## src/rtl/ram_port_arbiter.sv

```systemverilog
// ram_port_arbiter
//   Two-requester arbiter/sequencer for a single-port word RAM. Serialises
//   read/write requests from two masters onto one RAM port, produces a
//   single-cycle write strobe, captures read data per requester and returns a
//   one-cycle ack. Every transaction walks IDLE -> SETUP -> STROBE -> RESP.
//
// Parameters
//   ADDR_W : RAM address width (DEPTH = 2**ADDR_W words)
//   DATA_W : RAM word width
//
// Ports
//   clk, clear_n          : clock (posedge), asynchronous active-low reset
//   req0/1, rw0/1         : request (held until ack) and direction (1 = write)
//   addr0/1, wdata0/1     : request address and write data, sampled in IDLE
//   gnt0/1                : requester owns the RAM port (SETUP..RESP)
//   ack0/1                : one-cycle completion pulse
//   rdata0/1              : registered read data, updated only by own reads
//   ram_addr, ram_wdata   : RAM address / write data
//   ram_en                : RAM select, high SETUP..RESP
//   ram_we                : RAM write strobe, high for the STROBE cycle of a write
//   ram_rdata             : RAM read data (combinational from the RAM)
//
// Configuration
//   ARB_ROUND_ROBIN_EN : when defined, ties alternate between requesters;
//                        otherwise requester 0 always wins a tie.

module ram_port_arbiter #(
  parameter int ADDR_W = 1,
  parameter int DATA_W = 8
) (
  input  logic              clk,
  input  logic              clear_n,
  input  logic              req0,
  input  logic              req1,
  input  logic              rw0,
  input  logic              rw1,
  input  logic [ADDR_W-1:0] addr0,
  input  logic [ADDR_W-1:0] addr1,
  input  logic [DATA_W-1:0] wdata0,
  input  logic [DATA_W-1:0] wdata1,
  output logic              gnt0,
  output logic              gnt1,
  output logic              ack0,
  output logic              ack1,
  output logic [DATA_W-1:0] rdata0,
  output logic [DATA_W-1:0] rdata1,
  output logic [ADDR_W-1:0] ram_addr,
  output logic              ram_en,
  output logic              ram_we,
  output logic [DATA_W-1:0] ram_wdata,
  input  logic [DATA_W-1:0] ram_rdata
);

  typedef enum logic [1:0] {
    IDLE   = 2'd0,
    SETUP  = 2'd1,
    STROBE = 2'd2,
    RESP   = 2'd3
  } state_t;

  state_t state;
  logic   owner;   // requester currently served (0/1)
  logic   is_wr;   // latched direction of the current transaction
  logic   pick;    // arbitration winner in IDLE

`ifdef ARB_ROUND_ROBIN_EN
  // Requester that wins the next tie; always the one not granted last.
  logic   prio;

  always_comb begin
    pick = 1'b0;
    if (req0 && req1) pick = prio;
    else              pick = ~req0;
  end
`else
  always_comb begin
    pick = 1'b0;
    if (!req0) pick = 1'b1;
  end
`endif

  always_ff @(posedge clk or negedge clear_n) begin
    if (!clear_n) begin
      state     <= IDLE;
      owner     <= 1'b0;
      is_wr     <= 1'b0;
      gnt0      <= 1'b0;
      gnt1      <= 1'b0;
      ack0      <= 1'b0;
      ack1      <= 1'b0;
      ram_en    <= 1'b0;
      ram_we    <= 1'b0;
      ram_addr  <= '0;
      ram_wdata <= '0;
      rdata0    <= '0;
      rdata1    <= '0;
`ifdef ARB_ROUND_ROBIN_EN
      prio      <= 1'b0;
`endif
    end else begin
      case (state)
        IDLE: begin
          if (req0 || req1) begin
            owner     <= pick;
            is_wr     <= pick ? rw1 : rw0;
            ram_addr  <= pick ? addr1 : addr0;
            ram_wdata <= pick ? wdata1 : wdata0;
            gnt0      <= ~pick;
            gnt1      <= pick;
            ram_en    <= 1'b1;
            state     <= SETUP;
`ifdef ARB_ROUND_ROBIN_EN
            prio      <= ~pick;
`endif
          end
        end
        SETUP: begin
          // Registered strobe: raising it here makes it high during STROBE only.
          ram_we <= is_wr;
          state  <= STROBE;
        end
        STROBE: begin
          ram_we <= 1'b0;
          if (!is_wr) begin
            if (owner) rdata1 <= ram_rdata;
            else       rdata0 <= ram_rdata;
          end
          ack0  <= ~owner;
          ack1  <= owner;
          state <= RESP;
        end
        RESP: begin
          ack0   <= 1'b0;
          ack1   <= 1'b0;
          gnt0   <= 1'b0;
          gnt1   <= 1'b0;
          ram_en <= 1'b0;
          state  <= IDLE;
        end
        default: state <= IDLE;
      endcase
    end
  end

endmodule

```

## config.mk

```make
export PLATFORM = sky130hd
export DESIGN_NAME = ram_port_arbiter
export DESIGN_NICKNAME = d
export VERILOG_FILES = /design/src/rtl/ram_port_arbiter.sv
export SDC_FILE = /design/constraint.sdc
export NUM_CORES = 1
export LEC_CHECK = 0
export ABC_AREA = 1
export ABC_CLOCK_PERIOD_IN_PS = 2500
export CAP_MARGIN = 20
export CORE_MARGIN = 5
export CORE_UTILIZATION = 40
export DETAILED_ROUTE_END_ITERATION = 7
export PLACE_DENSITY = 0.71
export SETUP_SLACK_MARGIN = 0.15
export SYNTH_ARGS = -nofsm -noshare
export SYNTH_HDL_FRONTEND = slang
export SYNTH_SLANG_ARGS = --single-unit
export TNS_END_PERCENT = 100
```

## constraint.sdc

```tcl
create_clock -name clk -period 2.5 [get_ports clk]
set_input_delay 0.375 -clock clk [delete_from_list [all_inputs] [get_ports clk]]
set_output_delay 0.375 -clock clk [all_outputs]
set_load 0.005 [all_outputs]
```

==> qor.yml, run 1 <==
critical_path:
  rrSetupSlack_ps: 920
  r2r-end: "rdata1[3]$_DFFE_PN0P_"
  path_delay_family: "buffers and inverters"
  crit_required_ps: 2670
  crit_start: "req0"
  worstPathArrival_ps: 1880
  worstPathMaxFanout: 16
  path_buf_inv: 2
  critPathKind: "in2reg"
  crit_path_end_kind: "flip-flop"
  crit_cells: 5
  cp_common_cell: "nand2_1"
  crit_end: "ram_wdata[2]$_DFFE_PN0P_"
  crit_path_cell_trace: "clkdlybuf4s50_1, o21ai_4, inv_2, nand2_1, nand2_1"
  critPathMaxStageDelay_ps: 690
  cp-start-kind: "input pin"
  reg2regPathDepth: 5
  worstReg2RegStart: "state[0]$_DFFE_PN0P_"
  cp_slowest_cell: "clkdlybuf4s50_1"
route:
  drtPass1Iterations: 4
  via_per_inst: 4.53
  wl_per_cell_um: 12.3
  vias: 1374
  drc: 0
  routed_wl_um: 3740
  ant_nets: 0
  drt_iter0_markers: 64
synthesis:
  synth_fp_nets: 224
  ys_ff_latch: 35
  yosysTopAreaCell: "dfrtp_1"
  synth_top_area_share_pct: 53.4
  ys_seq_area_share_pct: 53.4
  synth_area_leaders: "dfrtp_1 (53%), nand2_1 (20%), o21ai_2 (8.0%)"
  synth_area_um2: 1640
  synth.distinct_cells: 16
  synth_warnings: 0
  syn_inst: 187
  avgSynthCellArea_um2: 8.78
die:
  rows: 23
  core_um2: 4000
  die-area_um2: 5480
  die_y_um: 74.1
  die_w_um: 74.1
  io_pins: 63
  initial_core_util_pct: 41.0
hold_path:
  hold_class: "reg2reg"
  hp-start: "rdata0[4]$_DFFE_PN0P_"
sta:
  fin_crit_sh_pct: 68.2
  hold_slack_ps: 479
  finalSetupViolCount: 0
  hold_violations: 0
  worstMarginPinSlew_ps: 543
  fin_worst_skew_ps: 4.04
  relSlewSlack_pct: 63.7
  fmax_mhz: 586
  finalMaxSlewViolations: 0
  fin_crit_ps: 1710
  rsz0062_at_grt: "no"
  setup_tns_ps: 0
placed_design:
  port_buffers: 62
  dp_hpwl_um: 2760
  place_inst: 295
  globalplace.congestion: 0.778
  post_dp_cell_area_um2: 2290
power_and_ir_drop:
  p_per_area_nw_per_um2: 1120
  p_leak_nw: 1.18
  vdd_ir_drop_max_mv: 0.582
cells_and_area:
  diodes: 0
  design_area_um2: 2370
  layout_common_cells: "nand2_1 (86), clkdlybuf4s50_1 (62), dfrtp_1 (35)"
  fin_nets: 289
  layout-drive-gt1-share_pct: 10.7
  layout-area-overhead-vs-synth_pct: 44.4
  fin_util_pct: 59.3
  layoutNonFillerInstCount: 303
  final_common_cell: "nand2_1"
clock_tree:
  cts_inserted_buffers: 5
  cts_resized: 0
  clk_pin_slew_ps: 70
  cts_tree: "done"
  postCtsHoldBufs: 0
  clk_latency_ps: 280
  cts_sinks: 35
  post_cts_buffers: 0
  cts_max_path_buffers: 2
  htree_levels: 2
  root_buffer: "clkbuf_8"
grt:
  overflow: 0
  antenna_found_initial: 0
  busiest_layer: "met2"
  use_met2_pct: 21.9
  use_met1_pct: 19.1
  first_global_vias: 1275
  use_met3_pct: 3.65
  grt_max_degree: 36
  grt_pass1_wl_um: 6030
  grtUsageTotal_pct: 14.2
outcome:
  status: "finished clean"
run:
  maxCapViolations: 0
## how the worst min path moves through the flow
| stage | depth (start not counted) | endpoint | slack [ps] |
|---|---|---|---|
| after floorplan | 0 | ack0$_DFFE_PN0P_ | 80 |
| after global placement | 2 | rdata0[4]$_DFFE_PN0P_ | 460 |
| after detailed placement | 2 | rdata0[7]$_DFFE_PN0P_ | 470 |
| after CTS | 2 | rdata0[7]$_DFFE_PN0P_ | 480 |
| after global routing | 2 | rdata0[4]$_DFFE_PN0P_ | 490 |
| final | 2 | rdata0[4]$_DFFE_PN0P_ | 480 |
## cell usage after synthesis, drive strengths merged
| master | n |
|---|---|
| ha | 5 |
| o211ai | 1 |
| nand2 | 86 |
| inv | 20 |
| nand3 | 12 |
| dfrtp | 35 |
| o21ai | 21 |
| nand4 | 2 |
| buf | 5 |
## registers in the layout, indices dropped and copies added, names as in the netlist
register / cells
ram_wdata: 8
rdata0: 8
rdata1: 8
state: 2
ack0: 1
ack1: 1
gnt0: 1
gnt1: 1
is_wr: 1
owner: 1
ram_addr: 1
ram_en: 1
ram_we: 1
## logic make-up (layout without fill, tap and decap cells)
logic type | Yosys count | after routing | share of synthesized area (%)
simple gates | 100 | 100 | 24.7
buf+inv | 25 | 91 | 7.16
compound gates | 22 | 22 | 11.0
fa+ha+maj | 5 | 5 | 3.81
flops | 35 | 35 | 53.4
## stage by stage
stage	total power [mW]	setup slack (ps)
6_report	2.66	794
5_1_grt	2.88	648
4_1_cts	2.70	746
3_5_place_dp	2.30	459
3_3_place_gp	2.27	505
2_1_floorplan	1.65	1200
## report_power, final
part	leakage [nW]	total (mW)	internal (mW)	switching, mW
Clock	0.0422	0.384	0.195	0.189
Combinational	0.704	1.26	0.689	0.576
Sequential	0.433	1.01	0.842	0.166
Total	1.18	2.66	1.73	0.931
## worst reg2reg max path: cells and delay by family, from the launching register on
kind	cells	cell delay, ps
AOI/OAI and AO/OA	1	60
adders and majority gates	1	300
and+or+nand+nor	2	570
DFF	1	420
buffers and inverters	1	120
## layer usage
layer / vias to the layer above / wire (um)
met5: - / 0
met4: 0 / 70
met3: 6 / 247
met2: 39 / 1800
met1: 617 / 1620
li1: 712 / -
## layout make-up
type / count / area (um2)
clock buffers: 7 / 76.3
clock inverters: 1 / 5.00
fillers: 380 / 1630
inverters: 20 / 75.1
multi-input cells: 127 / 648
flip-flops and latches: 35 / 876
well taps: 50 / 62.6
repair buffers: 63 / 628
(Power assumes the default switching activity.)
==> inputs of run 2 (changes only) <==
ABC_CLOCK_PERIOD_IN_PS = 1590   (was 2500)
clock period = 1.59 ns   (was 2.5 ns; I/O delays follow)
==> run 2 against run 1 <==
  * Utilization is 1.6 points higher
  * Highest routed layer unchanged
  * Clock skew is 0.67 ps lower
  * Via count hardly changed
  * Sequential cell count is the same
  * Sequential power grew 56%
  * First-iteration DRC count grew 30%
  * Setup slack worse by 620 ps
  * Largest cell class unchanged
  * Critical endpoint is now ram_wdata[1]$_DFFE_PN0P_
  * Register-to-register slack got worse by 750 ps
==> qor.yml, run 2 (synthesis gave the netlist of run 1 again) <==
clock_tree:
  cts_inserted_buffers: 5  # unchanged
  postCtsHoldBufs: 0  # unchanged
  cts_max_path_buffers: 2  # unchanged
  clk_latency_ps: 280  # about the same
  post_cts_buffers: 0  # unchanged
  htree_levels: 2  # unchanged
  cts_sinks: 35  # unchanged
  cts_tree: "done"
  root_buffer: "clkbuf_8"
  clk_pin_slew_ps: 70  # about the same
hold_path:
  hold_class: "in2async"
placed_design:
  port_buffers: 62  # unchanged
  globalplace.congestion: 0.761  # -2.2%
  dp_hpwl_um: 2820  # +2.3%
  dp_slack_ps: 90.3  # -369 ps
critical_path:
  cp-start-kind: "flip-flop"
  crit_path_end_kind: "flip-flop"
  worstPathArrival_ps: 1590  # -290 ps
  worstPathMaxFanout: 10  # -6
  critPathKind: "reg2reg"
  crit_required_ps: 1770  # -900 ps
power_and_ir_drop:
  p_per_area_nw_per_um2: 1760  # +57%
  p_leak_nw: 1.20  # +2.2%
  vdd_ir_drop_max_mv: 0.900  # +55%
cells_and_area:
  layout_common_cells: "nand2_1 (86), clkdlybuf4s50_1 (62), dfrtp_1 (35)"
  layout-drive-gt1-share_pct: 13.3  # +2.6 points
  final_common_cell: "nand2_1"
  largest_registers: "ram_wdata: 8 flops, rdata0: 8 flops, rdata1: 8 flops"
  layout-area-overhead-vs-synth_pct: 48.3
  diodes: 0  # unchanged
  fin_nets: 293  # +1.4%
sta:
  relSlewSlack_pct: 81.8  # +18 points
  fin_worst_skew_ps: 3.37  # -0.668 ps
  fin_ws_ps: 174  # -620 ps
  rsz0062_at_grt: "yes"
  setup_tns_ps: 0  # unchanged
  fin_crit_sh_pct: 89.1
  finalMaxSlewViolations: 0  # unchanged
  hold_slack_ps: 319  # -159 ps
  worstMarginPinSlew_ps: 272  # -271 ps
  hold_violations: 0  # unchanged
  fmax_mhz: 706
  fin_crit_ps: 1420
  finalSetupViolCount: 0  # unchanged
route:
  routed_wl_um: 3790  # +1.5%
  drt_iter0_markers: 83  # +30%
  drc: 0  # unchanged
  wl_per_cell_um: 12.4  # +0.50%
  drtPass1Iterations: 4  # unchanged
  ant_nets: 0  # unchanged
  vias: 1375  # +0.073%
  via_per_inst: 4.49  # -0.91%
grt:
  antenna_found_initial: 0  # unchanged
  grt_max_degree: 36  # unchanged
  grtUsageTotal_pct: 14.2  # +0.020 points
  first_global_vias: 1318  # +3.4%
  grt_pass1_wl_um: 6010  # -0.35%
  overflow: 0  # unchanged
die:
  rows: 23  # unchanged
  die-area_um2: 5480  # unchanged
  initial_core_util_pct: 41.0  # unchanged
  die_w_um: 74.1  # unchanged
  die_y_um: 74.1  # unchanged
  core_um2: 4000  # unchanged
  io_pins: 63  # unchanged
outcome:
  status: "finished clean"
run:
  maxCapViolations: 0  # unchanged
run 2: changes by cell type in the layout (fill, tap and decap cells not counted):
cell      previous run  this run
buf_4                1         4
clkbuf_8             5         6
ha_1                 5         3
ha_4                 0         1
buf_12               0         1
clkbuf_1             2         0
ha_2                 0         1
run 2: cell type report:
class / instances / area (um2)
clock buffers: 6 / 82.6
clock inverters: 1 / 5.00
fillers: 366 / 1570
inverters: 20 / 75.1
multi-input cells: 127 / 663
flip-flops and latches: 35 / 876
well taps: 50 / 62.6
repair buffers: 67 / 671
run 2: report_power, final:
group / internal [mW] / switching, mW / total (mW)
registers: 1.32 / 0.260 / 1.58
clock network: 0.339 / 0.297 / 0.636
logic: 1.14 / 0.926 / 2.07
total: 2.81 / 1.48 / 4.29
run 2: timing repair:
item                                    CTS  global route
endpoints found under the hold margin     0             0
resized for setup                         1             2
endpoints found under the setup margin    1            16
run 2: through the flow:
step                power (mW)  cells  util, %  cell area, um2
floorplan                 2.60    187        -            1640
global placement          3.62    299     58.3            2330
detailed placement        3.66    299     58.3            2330
CTS                       4.33    306     60.6            2420
global route              4.66    306     60.9            2430
finish                    4.29    306     60.9            2430
run 2: path summary, 6_finish.rpt:
kind | depth (start not counted) | slack (ps) | from | endpoint
max | 6 | 170 | state[0]$_DFFE_PN0P_ | ram_wdata[1]$_DFFE_PN0P_
min | 2 | 320 | clear_n | rdata0[1]$_DFFE_PN0P_
max reg2reg | 6 | 170 | state[0]$_DFFE_PN0P_ | ram_wdata[1]$_DFFE_PN0P_
min reg2reg | 2 | 480 | rdata1[7]$_DFFE_PN0P_ | rdata1[7]$_DFFE_PN0P_
max in group asynchronous | 2 | 1080 | clear_n | ram_en$_DFFE_PN0P_
min in group clk | 2 | 480 | rdata1[7]$_DFFE_PN0P_ | rdata1[7]$_DFFE_PN0P_
run 2: worst max-delay path, cell delays in order (launching register included):
cell     delay, ps
dfrtp_1        420
inv_1          180
ha_2           290
o21ai_4        110
buf_4          190
nand2_1         70
nand2_1         50
run 2: metal layers:
layer | part of all wire (%) | up-vias | global-route usage [%]
met5 | 0 | - | 0
met4 | 1.2 | 0 | 6.04
met3 | 6.3 | 5 | 3.24
met2 | 49 | 41 | 23.0
met1 | 43 | 611 | 18.3
li1 | - | 718 | -
==> inputs of run 3 (changes only) <==
==> constraint.sdc (replaced) <==
create_clock -name clk -period 1.59 [get_ports clk]
set_input_delay 0.318 -clock clk [delete_from_list [all_inputs] [get_ports clk]]
set_output_delay 0.318 -clock clk [all_outputs]
set_load 0.005 [all_outputs]
==> run 3 against run 2 <==
  * Sequential share of layout area increased by 0.28 points
  * Non-clock buffer count up 4
  * Cell count grew 1.3%
  * Sequential cell count unchanged
  * Global-route usage is 0.56 points higher
  * Combinational power fell by 9%
  * Clock-buffer cell count is the same
==> qor.yml, run 3 (synthesis gave the netlist of run 1 again) <==
critical_path:
  cp_slowest_cell: "dfrtp_1"
  r2r-end: "rdata1[1]$_DFFE_PN0P_"
  worstReg2RegStart: "state[0]$_DFFE_PN0P_"
  crit_required_ps: 1760  # about the same
  cp-start-kind: "flip-flop"
  critPathKind: "reg2reg"
  critPathMaxStageDelay_ps: 420  # about the same
  worstPathMaxFanout: 16  # +6
  reg2regPathDepth: 6  # unchanged
  rrSetupSlack_ps: 230  # +60 ps
  crit_path_end_kind: "flip-flop"
  worstPathArrival_ps: 1530  # -60 ps
  crit_path_cell_trace: "inv_1, ha_2, nand3_2, buf_4, nand2_1, o21ai_2"
route:
  wl_per_cell_um: 12.3  # -0.72%
  routed_wl_um: 3810  # +0.58%
  vias: 1429  # +3.9%
  drtPass1Iterations: 4  # unchanged
  via_per_inst: 4.61  # +2.6%
  drt_iter0_markers: 73  # -12%
  ant_nets: 0  # unchanged
  drc: 0  # unchanged
sta:
  fmax_mhz: 737  # +4.4%
  rsz0062_at_grt: "no"
  fin_worst_skew_ps: 6.73  # +3.36 ps
  fin_crit_ps: 1360  # -59.2 ps
  setup_tns_ps: 0  # unchanged
  worstMarginPinSlew_ps: 242  # -29.5 ps
  finalMaxSlewViolations: 0  # unchanged
  relSlewSlack_pct: 83.8  # +2.0 points
  finalSetupViolCount: 0  # unchanged
  fin_crit_sh_pct: 85.3  # -3.7 points
  hold_violations: 0  # unchanged
grt:
  grt_pass1_wl_um: 6180  # +2.8%
  antenna_found_initial: 0  # unchanged
  use_met1_pct: 16.4  # -1.9 points
  first_global_vias: 1400  # +6.2%
  overflow: 0  # unchanged
  use_met3_pct: 4.46  # +1.2 points
  busiest_layer: "met2"
  grtUsageTotal_pct: 14.8  # +0.56 points
  grt_max_degree: 36  # unchanged
  use_met2_pct: 26.3  # +3.2 points
clock_tree:
  root_buffer: "clkbuf_8"
  cts_sinks: 35  # unchanged
  cts_inserted_buffers: 5  # unchanged
  cts_tree: "done"
  cts_max_path_buffers: 2  # unchanged
  htree_levels: 2  # unchanged
  postCtsHoldBufs: 0  # unchanged
  clk_pin_slew_ps: 60  # about the same
  clk_latency_ps: 290  # about the same
cells_and_area:
  layout-area-overhead-vs-synth_pct: 47.2
  layout-drive-gt1-share_pct: 14.6  # +1.3 points
  fin_nets: 297  # +1.4%
  layoutNonFillerInstCount: 310  # +1.3%
  layout_common_cells: "nand2_1 (86), dfrtp_1 (35), clkdlybuf4s50_1 (31), dlygate4sd2_1 (31), inv_1 (18)"
  fillCellCount: 394  # +7.7%
  fin_util_pct: 60.4  # -0.47 points
  largest_registers: "ram_wdata: 8 flops, rdata0: 8 flops, rdata1: 8 flops"
  final_common_cell: "nand2_1"
  diodes: 0  # unchanged
die:
  initial_core_util_pct: 41.0  # unchanged
  die_y_um: 74.1  # unchanged
  core_um2: 4000  # unchanged
  die-area_um2: 5480  # unchanged
  io_pins: 63  # unchanged
  die_w_um: 74.1  # unchanged
  rows: 23  # unchanged
power_and_ir_drop:
  p_leak_nw: 1.30  # +7.6%
  vdd_ir_drop_max_mv: 0.802  # -11%
  p_per_area_nw_per_um2: 1690  # -4.3%
placed_design:
  dp_hpwl_um: 2750  # -2.8%
  port_buffers: 62  # unchanged
  globalplace.congestion: 0.756  # -0.67%
  place_inst: 300  # +0.33%
run:
  maxCapViolations: 0  # unchanged
hold_path:
  hold_class: "in2async"
outcome:
  status: "finished clean"
[run 3: cell count changes in the layout (fill, tap and decap cells not counted)]
cell	change
ha_4	-1
clkdlybuf4s50_1	-31
dlygate4sd2_1	+31
ha_2	+1
buf_4	+4
[run 3: per-stage QoR]
stage          worst slack (ps)  total power [mW]  area (um2)  hold WS, ps
2_1_floorplan               287              2.60        1640         22.4
6_report                    233              4.08        2420          398
4_1_cts                     181              4.13        2410          397
3_5_place_dp               37.3              3.68        2340          467
5_1_grt                     175              4.43        2420          402
3_3_place_gp               78.6              3.64        2340          462
[run 3: layer usage]
metal | up-vias | wire length [um]
met5 | - | 0
met3 | 4 | 265
met2 | 42 | 1880
met4 | 0 | 56
li1 | 728 | -
met1 | 655 | 1610
[run 3: repair_timing]
action / CTS / global route
endpoints found under the setup margin: 31 / 27
endpoints found under the hold margin: 0 / 0
buffers inserted: 3 / 0
resized for setup: 31 / 2
pin swaps: 0 / 0
[run 3: how the worst max path moves through the flow]
stage | start | endpoint | cells past startpoint
4_1_cts | state[0]$_DFFE_PN0P_ | rdata1[1]$_DFFE_PN0P_ | 6
3_3_place_gp | req0 | state[0]$_DFFE_PN0P_ | 5
2_1_floorplan | state[0]$_DFFE_PN0P_ | rdata1[6]$_DFFE_PN0P_ | 6
5_1_grt | state[0]$_DFFE_PN0P_ | owner$_DFFE_PN0P_ | 5
3_5_place_dp | req0 | state[1]$_DFFE_PN0P_ | 5
6_report | state[0]$_DFFE_PN0P_ | rdata1[1]$_DFFE_PN0P_ | 6
[run 3: cell type report]
cell class                 count  area [um2]  area share, %
multi-input combinational    127         653           27.0
clock inverter                 1        5.00          0.207
tap                           50        62.6           2.59
inverter                      20        75.1           3.11
sequential                    35         876           36.3
clock buffer                   6        82.6           3.42
timing repair buffer          71         662           27.4
[run 3: where the power goes]
| group | switching (mW) | internal [mW] |
|---|---|---|
| clock network | 0.303 | 0.339 |
| registers | 0.236 | 1.32 |
| logic | 0.941 | 0.934 |
| total | 1.48 | 2.60 |
[run 3: critical path: cells and delay by family, from the launching register on]
kind	cells	cell delay, ps
buffers and inverters	2	330
adders and majority gates	1	260
and+or+nand+nor	2	170
DFF	1	420
AOI/OAI and AO/OA	1	50
